**src/rtl/serin_sequencer_if.sv**
```systemverilog
// ---------------------------------------------------------------------------
// serin_sequencer_if
//   Groups the receive-sequencer signals shared between the bit timer /
//   register block (master side) and serin_sequencer (slave side).
//   master : drives enable, sid, bitTick, serinAck, errClr;
//            observes timerRst, busy, serinData, serinRdy, rdyPending,
//            frameErr, overrun
//   slave  : the reverse directions
// ---------------------------------------------------------------------------
interface serin_sequencer_if #(
   parameter int unsigned DATA_BITS = 8
);
   logic                 enable;
   logic                 sid;
   logic                 bitTick;
   logic                 serinAck;
   logic                 errClr;
   logic                 timerRst;
   logic                 busy;
   logic [DATA_BITS-1:0] serinData;
   logic                 serinRdy;
   logic                 rdyPending;
   logic                 frameErr;
   logic                 overrun;

   modport master (
      output enable, sid, bitTick, serinAck, errClr,
      input  timerRst, busy, serinData, serinRdy, rdyPending, frameErr, overrun
   );

   modport slave (
      input  enable, sid, bitTick, serinAck, errClr,
      output timerRst, busy, serinData, serinRdy, rdyPending, frameErr, overrun
   );
endinterface

```
**src/rtl/serin_sequencer.sv**
```systemverilog
// ---------------------------------------------------------------------------
// serin_sequencer
//   Receive-side sequencer for the POKEY SERIN path. Synchronises sid,
//   detects the start edge, shifts DATA_BITS bits LSB first on bitTick,
//   checks the stop bit, loads serinData and pulses serinRdy. Keeps the
//   rdyPending flag and the sticky frameErr / overrun status bits.
// Ports
//   clk     : system clock, rising edge
//   nReset  : asynchronous active-low reset
//   bus     : serin_sequencer_if.slave
//             in  enable, sid, bitTick, serinAck, errClr
//             out timerRst, busy, serinData, serinRdy, rdyPending,
//                 frameErr, overrun
// ---------------------------------------------------------------------------
module serin_sequencer #(
   parameter int unsigned DATA_BITS   = 8,
   parameter int unsigned SYNC_STAGES = 2
) (
   input  logic              clk,
   input  logic              nReset,
   serin_sequencer_if.slave  bus
);

   localparam int unsigned CNT_W = (DATA_BITS > 1) ? $clog2(DATA_BITS) : 1;
   localparam logic [CNT_W-1:0] LAST_BIT = CNT_W'(DATA_BITS - 1);

   typedef enum logic [1:0] {
      IDLE,
      START,
      DATA,
      STOP
   } state_t;

   logic [SYNC_STAGES-1:0] sync_q;
   logic                   sidS;
   logic                   sidPrev_q;
   state_t                 state_q;
   logic [CNT_W-1:0]       bitCnt_q;
   logic [DATA_BITS-1:0]   shreg_q;
   logic [DATA_BITS-1:0]   serinData_q;
   logic                   timerRst_q;
   logic                   serinRdy_q;
   logic                   rdyPending_q, rdyPending_d;
   logic                   frameErr_q,   frameErr_d;
   logic                   overrun_q,    overrun_d;
   logic                   startEdge;
   logic                   frameDone;

   // Input synchroniser, resets to mark (1).
   always_ff @(posedge clk or negedge nReset) begin
      if (!nReset) begin
         sync_q <= '1;
      end else begin
         sync_q <= {sync_q[SYNC_STAGES-2:0], bus.sid};
      end
   end

   assign sidS = sync_q[SYNC_STAGES-1];

   // sidPrev_q tracks sidS in every state, so after a disabled period or a
   // low stop bit a line that is already low never looks like a fresh edge.
   assign startEdge = bus.enable && (state_q == IDLE) && sidPrev_q && !sidS;
   assign frameDone = bus.enable && (state_q == STOP) && bus.bitTick;

   // Flag next-state: set beats clear when they coincide.
   always_comb begin
      rdyPending_d = rdyPending_q;
      if (bus.serinAck) rdyPending_d = 1'b0;
      if (frameDone)    rdyPending_d = 1'b1;

      frameErr_d = frameErr_q;
      if (bus.errClr)            frameErr_d = 1'b0;
      if (frameDone && !sidS)    frameErr_d = 1'b1;

      overrun_d = overrun_q;
      if (bus.errClr) overrun_d = 1'b0;
      if (frameDone && rdyPending_q && !bus.serinAck) overrun_d = 1'b1;
   end

   always_ff @(posedge clk or negedge nReset) begin
      if (!nReset) begin
         sidPrev_q    <= 1'b1;
         state_q      <= IDLE;
         bitCnt_q     <= '0;
         shreg_q      <= '0;
         serinData_q  <= '0;
         timerRst_q   <= 1'b0;
         serinRdy_q   <= 1'b0;
         rdyPending_q <= 1'b0;
         frameErr_q   <= 1'b0;
         overrun_q    <= 1'b0;
      end else begin
         sidPrev_q    <= sidS;
         timerRst_q   <= 1'b0;
         serinRdy_q   <= 1'b0;
         rdyPending_q <= rdyPending_d;
         frameErr_q   <= frameErr_d;
         overrun_q    <= overrun_d;

         if (!bus.enable) begin
            state_q  <= IDLE;
            bitCnt_q <= '0;
         end else begin
            case (state_q)
               IDLE: begin
                  if (startEdge) begin
                     state_q    <= START;
                     timerRst_q <= 1'b1;
                  end
               end
               START: begin
                  if (bus.bitTick) begin
                     if (!sidS) begin
                        state_q  <= DATA;
                        bitCnt_q <= '0;
                     end else begin
                        // Start bit not held to centre: treat as a glitch.
                        state_q <= IDLE;
                     end
                  end
               end
               DATA: begin
                  if (bus.bitTick) begin
                     shreg_q  <= {sidS, shreg_q[DATA_BITS-1:1]};
                     bitCnt_q <= bitCnt_q + CNT_W'(1);
                     if (bitCnt_q == LAST_BIT) begin
                        state_q <= STOP;
                     end
                  end
               end
               STOP: begin
                  if (frameDone) begin
                     serinData_q <= shreg_q;
                     serinRdy_q  <= 1'b1;
                     state_q     <= IDLE;
                  end
               end
               default: state_q <= IDLE;
            endcase
         end
      end
   end

   assign bus.timerRst   = timerRst_q;
   assign bus.busy       = (state_q != IDLE);
   assign bus.serinData  = serinData_q;
   assign bus.serinRdy   = serinRdy_q;
   assign bus.rdyPending = rdyPending_q;
   assign bus.frameErr   = frameErr_q;
   assign bus.overrun    = overrun_q;

endmodule
```
**src/flat_wrapper.sv**
```systemverilog
// flat-port wrapper written by rule: the top's interface ports become plain ports
module serin_sequencer_flat 
#(
   parameter int unsigned DATA_BITS   = 8,
   parameter int unsigned SYNC_STAGES = 2
)
  (clk, nReset, bus_enable, bus_sid, bus_bitTick, bus_serinAck, bus_errClr, bus_timerRst, bus_busy, bus_serinData, bus_serinRdy, bus_rdyPending, bus_frameErr, bus_overrun);
  serin_sequencer_if #(.DATA_BITS(DATA_BITS)) bus_i ();
  input  logic clk;
  input  logic nReset;
  input wire logic [$bits(bus_i.enable)-1:0] bus_enable;
  input wire logic [$bits(bus_i.sid)-1:0] bus_sid;
  input wire logic [$bits(bus_i.bitTick)-1:0] bus_bitTick;
  input wire logic [$bits(bus_i.serinAck)-1:0] bus_serinAck;
  input wire logic [$bits(bus_i.errClr)-1:0] bus_errClr;
  output wire logic [$bits(bus_i.timerRst)-1:0] bus_timerRst;
  output wire logic [$bits(bus_i.busy)-1:0] bus_busy;
  output wire logic [$bits(bus_i.serinData)-1:0] bus_serinData;
  output wire logic [$bits(bus_i.serinRdy)-1:0] bus_serinRdy;
  output wire logic [$bits(bus_i.rdyPending)-1:0] bus_rdyPending;
  output wire logic [$bits(bus_i.frameErr)-1:0] bus_frameErr;
  output wire logic [$bits(bus_i.overrun)-1:0] bus_overrun;
  assign bus_i.enable = bus_enable;
  assign bus_i.sid = bus_sid;
  assign bus_i.bitTick = bus_bitTick;
  assign bus_i.serinAck = bus_serinAck;
  assign bus_i.errClr = bus_errClr;
  assign bus_timerRst = bus_i.timerRst;
  assign bus_busy = bus_i.busy;
  assign bus_serinData = bus_i.serinData;
  assign bus_serinRdy = bus_i.serinRdy;
  assign bus_rdyPending = bus_i.rdyPending;
  assign bus_frameErr = bus_i.frameErr;
  assign bus_overrun = bus_i.overrun;
  serin_sequencer #(.DATA_BITS(DATA_BITS), .SYNC_STAGES(SYNC_STAGES)) u_core (.clk(clk), .nReset(nReset), .bus(bus_i));
endmodule
```
**config.mk**
```make
export PLATFORM = sky130hd
export DESIGN_NAME = serin_sequencer_flat
export DESIGN_NICKNAME = d
export VERILOG_FILES = /design/src/rtl/serin_sequencer_if.sv /design/src/rtl/serin_sequencer.sv /design/src/flat_wrapper.sv
export SDC_FILE = /design/constraint.sdc
export NUM_CORES = 1
export LEC_CHECK = 0
export CORE_ASPECT_RATIO = 1.2
export CORE_MARGIN = 3
export CORE_UTILIZATION = 50
export CTS_CLUSTER_DIAMETER = 40
export DETAILED_ROUTE_END_ITERATION = 8
export HOLD_SLACK_MARGIN = 0.1
export PLACE_DENSITY = 0.81
export SYNTH_ARGS = -nofsm -noshare
export SYNTH_HDL_FRONTEND = slang
export SYNTH_SLANG_ARGS = --single-unit
```
**constraint.sdc**
```tcl
create_clock -name clk -period 4.2 [get_ports clk]
set_clock_uncertainty 0.05 [all_clocks]
set_input_delay 0.84 -clock clk [delete_from_list [all_inputs] [get_ports clk]]
set_output_delay 0.84 -clock clk [all_outputs]
set_load 0.01 [all_outputs]
```
==> results.toml, run 1 <==
[die]
fp.coreArea_um2 = 2120
dieWidth_um = 49.8
die_h_um = 58.5
rows = 18
ios = 21
start_util = 0.543
die_area_um2 = 2910

[placed_design]
gp_congestion = 0.705
hpwl_um = 1350
portBuffers = 20
dp_cells = 128

[clock_network]
cts_setup_buffers = 0
clkTransAtPathRegs_ns = 0.08
clockBufferDepth = 2
numCtsBuffers = 5
root_buffer = "clkbuf_4"
cts_resized = 0
cts_tree = "done"
insertion_delay_ns = 0.32
cts.hold.buffers_added = 0
htreeDepth = 2
cts_sinks = 29

[final_layout]
n_antenna_cell = 0
drive_gt1_frac = 0.274
area_growth_pct = 24.6
fin_nets = 114
fin_cells = 136
fill_cells = 169

[outcome]
status = "finished, final reports clean"

[critical_path]
reg2reg_slack_ns = 2.77
worstSetupPathType = "flop to primary output"
path_max_fanout = 9
worstPathArrival_ns = 1.57
critPathCaptureType = "primary output"
critPathLaunchType = "flop"
crit_required_ns = 3.31

[synth]
synth_top_family_by_area = "multiplexers"
yosys_warnings = 0
yosysSeqAreaShare = 0.634
postSynthAreaPerCell_um2 = 14.4
syn_inst = 80
synth_fa_ha_area_frac = 0.0218
ys_types = 23
synth-seq-cells = 29
synthXorXnorAreaFrac = 0
synth_area_um2 = 1150
synth-compound-area-share = 0.0675
muxShareOfSynthArea = 0.165
synth_nets = 89
synthSimpleGateAreaFrac = 0.0794

[global_route]
grt_pass1_wl_um = 3380
grt_max_degree = 30
grtUsageTotal = 0.162
antenna_found_initial = 0
grt_pass1_vias = 779
overflow = 0

[pwr]
design_power_total_mw = 0.485
powerDensity_nw_per_um2 = 339
p_leak_nw = 0.721
ir_drop_uv = 304

[timing]
post-route-min-period_ns = 2.46
setup_tns_ns = 0
worst_hold_slack_ns = 0.314
tightest_slew_ns = 0.385
drv_slew = 0
timing.slew.headroom = 0.743
fmax_mhz = 406
setup_viol = 0
rsz0062_at_grt = "false"
layout_worst_path_cycle_share = 0.587
timing.final.hold_violations = 0

[route]
drc_errors = 0
routed-via-count = 701
drtIter0Drc = 7
via_per_inst = 5.15
wl_um = 1850
wl_per_cell_um = 13.6
firstDrtPassIters = 4
ant_nets = 0

[flow_run]
maxCapViolations = 0

[worst_hold_path]
worst_hold_path_type = "flop to flop"
[cell usage in the layout (no fill, tap or decap)]
cell / instances
inv_1: 4
nor2b_1: 1
o21ai_0: 6
nor2_1: 1
buf_4: 1
o211a_1: 1
o22ai_1: 2
dfstp_2: 3
or3b_1: 1
and4b_1: 1
a21oi_1: 3
or2_2: 1
clkbuf_8: 1
a32o_1: 1
nand2b_1: 2
clkbuf_4: 5
nand2_1: 2
nand4b_2: 1
mux2i_1: 1
mux2_2: 16
clkdlybuf4s50_1: 20
and3b_1: 1
clkbuf_1: 2
ha_1: 2
dfrtp_1: 26
nand4_2: 1
[synth_stat cells]
master	instances	share of area
mux2i_1	1	0.0087
inv_1	4	0.013
dfrtp_1	26	0.57
or2_2	1	0.0054
nand2_1	2	0.0065
o211a_1	1	0.0087
nand4_2	1	0.011
and4b_1	1	0.0087
a32o_1	1	0.0087
ha_1	2	0.022
buf_2	2	0.0087
dfstp_2	3	0.069
o21ai_0	6	0.026
or3b_1	1	0.0076
mux2_2	16	0.16
and3b_1	1	0.0076
o22ai_1	2	0.011
nor2_1	1	0.0033
nand2b_1	2	0.011
nor2b_1	1	0.0054
nand4b_2	1	0.013
buf_6	1	0.0098
a21oi_1	3	0.013
[power by group]
| group | internal [mW] | switching (mW) | total (mW) |
|---|---|---|---|
| combinational | 0.0149 | 0.0130 | 0.0279 |
| sequential | 0.286 | 0.00563 | 0.292 |
| clock | 0.0824 | 0.0831 | 0.166 |
| total | 0.383 | 0.102 | 0.485 |
[worst paths after layout]
check / start / to / depth (start not counted)
max: u_core.state_q[0] / bus_busy / 2
min: u_core.sync_q[0] / u_core.sync_q[1] / 0
max reg2reg: u_core.state_q[1] / u_core.bus.serinData[2] / 2
min reg2reg: u_core.sync_q[0] / u_core.sync_q[1] / 0
max in group asynchronous: nReset / u_core.sync_q[0] / 2
min in group asynchronous: nReset / u_core.state_q[1] / 2
[cell families after synthesis]
| family | count (synthesis) |
|---|---|
| buf+inv | 7 |
| simple gates | 12 |
| fa+ha+maj | 2 |
| flops | 29 |
| mux | 17 |
| compound gates | 13 |
[per-layer routing]
metal  track usage  vias up  routed length, µm
met5             0        -                  0
met4        0.0711        0                 24
met3        0.0886        2                134
met2         0.272       21                981
met1         0.165      343                713
li1              -      335                  -
[per-stage QoR]
stage / setup WS, ns / utilization / cell area (µm²)
6_report: 1.74 / 0.677 / 1430
5_1_grt: 1.64 / 0.677 / 1430
4_1_cts: 1.71 / 0.677 / 1430
3_5_place_dp: 1.72 / 0.649 / 1370
3_3_place_gp: 1.79 / 0.649 / 1370
2_1_floorplan: 2.49 / - / 1150
[area by class of cell]
cell class,count,area [µm²],area share
flip-flops and latches,29,729,0.509
multi-input cells,44,384,0.268
repair buffers,21,208,0.145
clock buffers,8,58.8,0.0410
well taps,30,37.5,0.0262
inverters,4,15.0,0.0105
[worst max-delay path: stages, from the launching register on]
cell and delay (ns):
dfrtp_1 0.47, or2_2 0.32, clkdlybuf4s50_1 0.47
[flip-flops by register name (all words and copies together), names as in the netlist]
| register | cells |
|---|---|
| u_core.state_q | 2 |
| u_core.bus.frameErr | 1 |
| u_core.sync_q | 2 |
| u_core.bus.overrun | 1 |
| u_core.bus.timerRst | 1 |
| u_core.bus.serinData | 8 |
| u_core.bus.rdyPending | 1 |
| u_core.shreg_q | 8 |
| u_core.bitCnt_q | 3 |
| u_core.sidPrev_q | 1 |
| u_core.bus.serinRdy | 1 |
(Power assumes the default switching activity.)
==> run 2, diff against run 1 <==
--- a/config.mk
+++ b/config.mk
@@ -7,11 +7,11 @@
 export LEC_CHECK = 0
 export CORE_ASPECT_RATIO = 1.2
 export CORE_MARGIN = 3
-export CORE_UTILIZATION = 50
+export CORE_UTILIZATION = 45
 export CTS_CLUSTER_DIAMETER = 40
 export DETAILED_ROUTE_END_ITERATION = 8
 export HOLD_SLACK_MARGIN = 0.1
-export PLACE_DENSITY = 0.81
+export PLACE_DENSITY = 0.77
 export SYNTH_ARGS = -nofsm -noshare
 export SYNTH_HDL_FRONTEND = slang
 export SYNTH_SLANG_ARGS = --single-unit
==> constraint.sdc (replaced) <==
create_clock -name clk -period 2.2 [get_ports clk]
set_clock_uncertainty 0.05 [all_clocks]
set_input_delay 0.44 -clock clk [delete_from_list [all_inputs] [get_ports clk]]
set_output_delay 0.44 -clock clk [all_outputs]
set_load 0.01 [all_outputs]
==> run 2 against run 1 <==
Global-route usage shrank 0.28 points. Largest cell class unchanged. Highest routed layer unchanged. Combinational power is 100% higher. Via count rose by 0.43%. Core utilization decreased by 6.1 points. Critical path type unchanged. Sequential share of layout area is 0.57 points lower. Worst hold slack worse by 0.0046 ns. Clock power increased by 96%. Cell area grew 1.1%. Routed wire length is 8.4% higher. First-iteration DRC count is 57% lower. Die area increased by 9.9%.
==> results.toml, run 2 (synthesized netlist as in run 1, its figures left out) <==
[pwr]
p_leak_nw = 0.730
ir_drop_uv = 545
design_power_total_mw = 0.938
powerDensity_nw_per_um2 = 647

[timing]
timing.final.hold_violations = 0
setup_viol = 0
setup_tns_ns = 0
drv_slew = 0
fmax_mhz = 484
tightest_slew_ns = 0.386
timing.slew.headroom = 0.742
rsz0062_at_grt = "false"
worst_slack_ns = 0.133
layout_worst_path_cycle_share = 0.939
worst_hold_slack_ns = 0.309
post-route-min-period_ns = 2.07

[final_layout]
ff_latch_area_um2 = 729
finish.utilization = 0.616
fin_nets = 116
area_growth_pct = 26.0
fin_area_um2 = 1450
drive_gt1_frac = 0.287
n_antenna_cell = 0
final_common_cell = "dfrtp_1"
fill_cells = 184
multiInputGateArea_um2 = 384
fin_cells = 139
mostFrequentLayoutCells = "dfrtp_1 (26), clkdlybuf4s50_1 (20), mux2_2 (16), o21ai_0 (6), clkbuf_4 (5)"

[global_route]
grtUsageTotal = 0.159
overflow = 0
antenna_found_initial = 0
grt_pass1_vias = 790
grt_pass1_wl_um = 3510
grt_max_degree = 30

[critical_path]
critPathLaunchType = "flop"
path_max_fanout = 9
worst_path_max_delay_cell = "dfrtp_1"
worstSetupPathType = "flop to primary output"
cp_cell_sequence = "or2_2 > clkdlybuf4s50_1"
crit_required_ns = 1.71
worstPathArrival_ns = 1.58
critPathCaptureType = "primary output"
slowest_delay_ns = 0.47

[route]
routed-via-count = 704
drc_errors = 0
via_per_inst = 5.06
wl_per_cell_um = 14.4
drtIter0Drc = 3
firstDrtPassIters = 2
ant_nets = 0
wl_um = 2010

[clock_network]
insertion_delay_ns = 0.31
root_buffer = "clkbuf_4"
cts.hold.buffers_added = 0
numCtsBuffers = 5
cts_resized = 0
clockBufferDepth = 2
cts_tree = "done"
cts_setup_buffers = 0
clkTransAtPathRegs_ns = 0.08
htreeDepth = 2
cts_sinks = 29

[die]
die_area_um2 = 3200
start_util = 0.489
die_h_um = 61.4
dieWidth_um = 52.1
ios = 21
rows = 19
fp.coreArea_um2 = 2350

[placed_design]
dp_cells = 131
gp_congestion = 0.635
place_ws_ns = 0.275
hpwl_um = 1460
portBuffers = 20
postPlaceCellArea_um2 = 1390

[worst_hold_path]
worst_hold_path_type = "flop to flop"

[outcome]
status = "finished, final reports clean"

[flow_run]
maxCapViolations = 0
==> run 2: changes by cell type in the layout (fill, tap and decap cells not counted) <==
cell   change
buf_4      +2
==> run 2: final timing paths <==
kind | start | to | slack, ns | depth (start not counted)
setup / recovery | u_core.state_q[0] | bus_busy | 0.13 | 2
hold / removal | u_core.sync_q[0] | u_core.sync_q[1] | 0.31 | 0
setup reg to reg | u_core.state_q[1] | u_core.bus.serinData[6] | 0.76 | 2
hold reg to reg | u_core.sync_q[0] | u_core.sync_q[1] | 0.31 | 0
max in group asynchronous | nReset | u_core.sync_q[0] | 1.35 | 2
min in group asynchronous | nReset | u_core.bitCnt_q[2] | 0.44 | 2
==> run 2: final cells by class <==
| class | count | share of cell area |
|---|---|---|
| flip-flops and latches | 29 | 0.503 |
| multi-input cells | 44 | 0.265 |
| repair buffers | 23 | 0.154 |
| clock buffers | 8 | 0.0406 |
| well taps | 31 | 0.0268 |
| inverters | 4 | 0.0104 |
==> run 2: where the power goes <==
part | internal, mW | switching, mW | total (mW) | leakage, nW
logic | 0.0306 | 0.0257 | 0.0564 | 0.305
registers | 0.546 | 0.0107 | 0.557 | 0.393
clock network | 0.157 | 0.167 | 0.325 | 0.0326
total | 0.734 | 0.204 | 0.938 | 0.730
==> run 2: routing by layer <==
metal	global-route usage	part of all wire	vias to the layer above
met2	0.255	0.53	15
li1	-	-	335
met1	0.180	0.40	350
met3	0.0678	0.049	4
met4	0.0876	0.018	0
met5	0	0	-
==> run 2: worst max-delay path, delay by kind of cell, from the launching register on <==
| kind | cells | cell delay, ns |
|---|---|---|
| buffers and inverters | 1 | 0.47 |
| DFF | 1 | 0.47 |
| and+or+nand+nor | 1 | 0.32 |
==> run 3, diff against run 2 <==
--- a/config.mk
+++ b/config.mk
@@ -5,6 +5,7 @@
 export SDC_FILE = /design/constraint.sdc
 export NUM_CORES = 1
 export LEC_CHECK = 0
+export CAP_MARGIN = 5
 export CORE_ASPECT_RATIO = 1.2
 export CORE_MARGIN = 3
 export CORE_UTILIZATION = 45
==> constraint.sdc (replaced) <==
create_clock -name clk -period 2.2 [get_ports clk]
set_clock_uncertainty 0.05 [all_clocks]
set_input_delay 0.44 -clock clk [delete_from_list [all_inputs] [get_ports clk]]
set_output_delay 0.44 -clock clk [all_outputs]
set_load 0.005 [all_outputs]
==> results of run 3 <==
The final DEF is identical to that of run 2. Status: finished, final reports clean.
Main changes from that run: setup slack after layout 0.133 ns -> 0.167 ns; total power 0.938 mW -> 0.937 mW
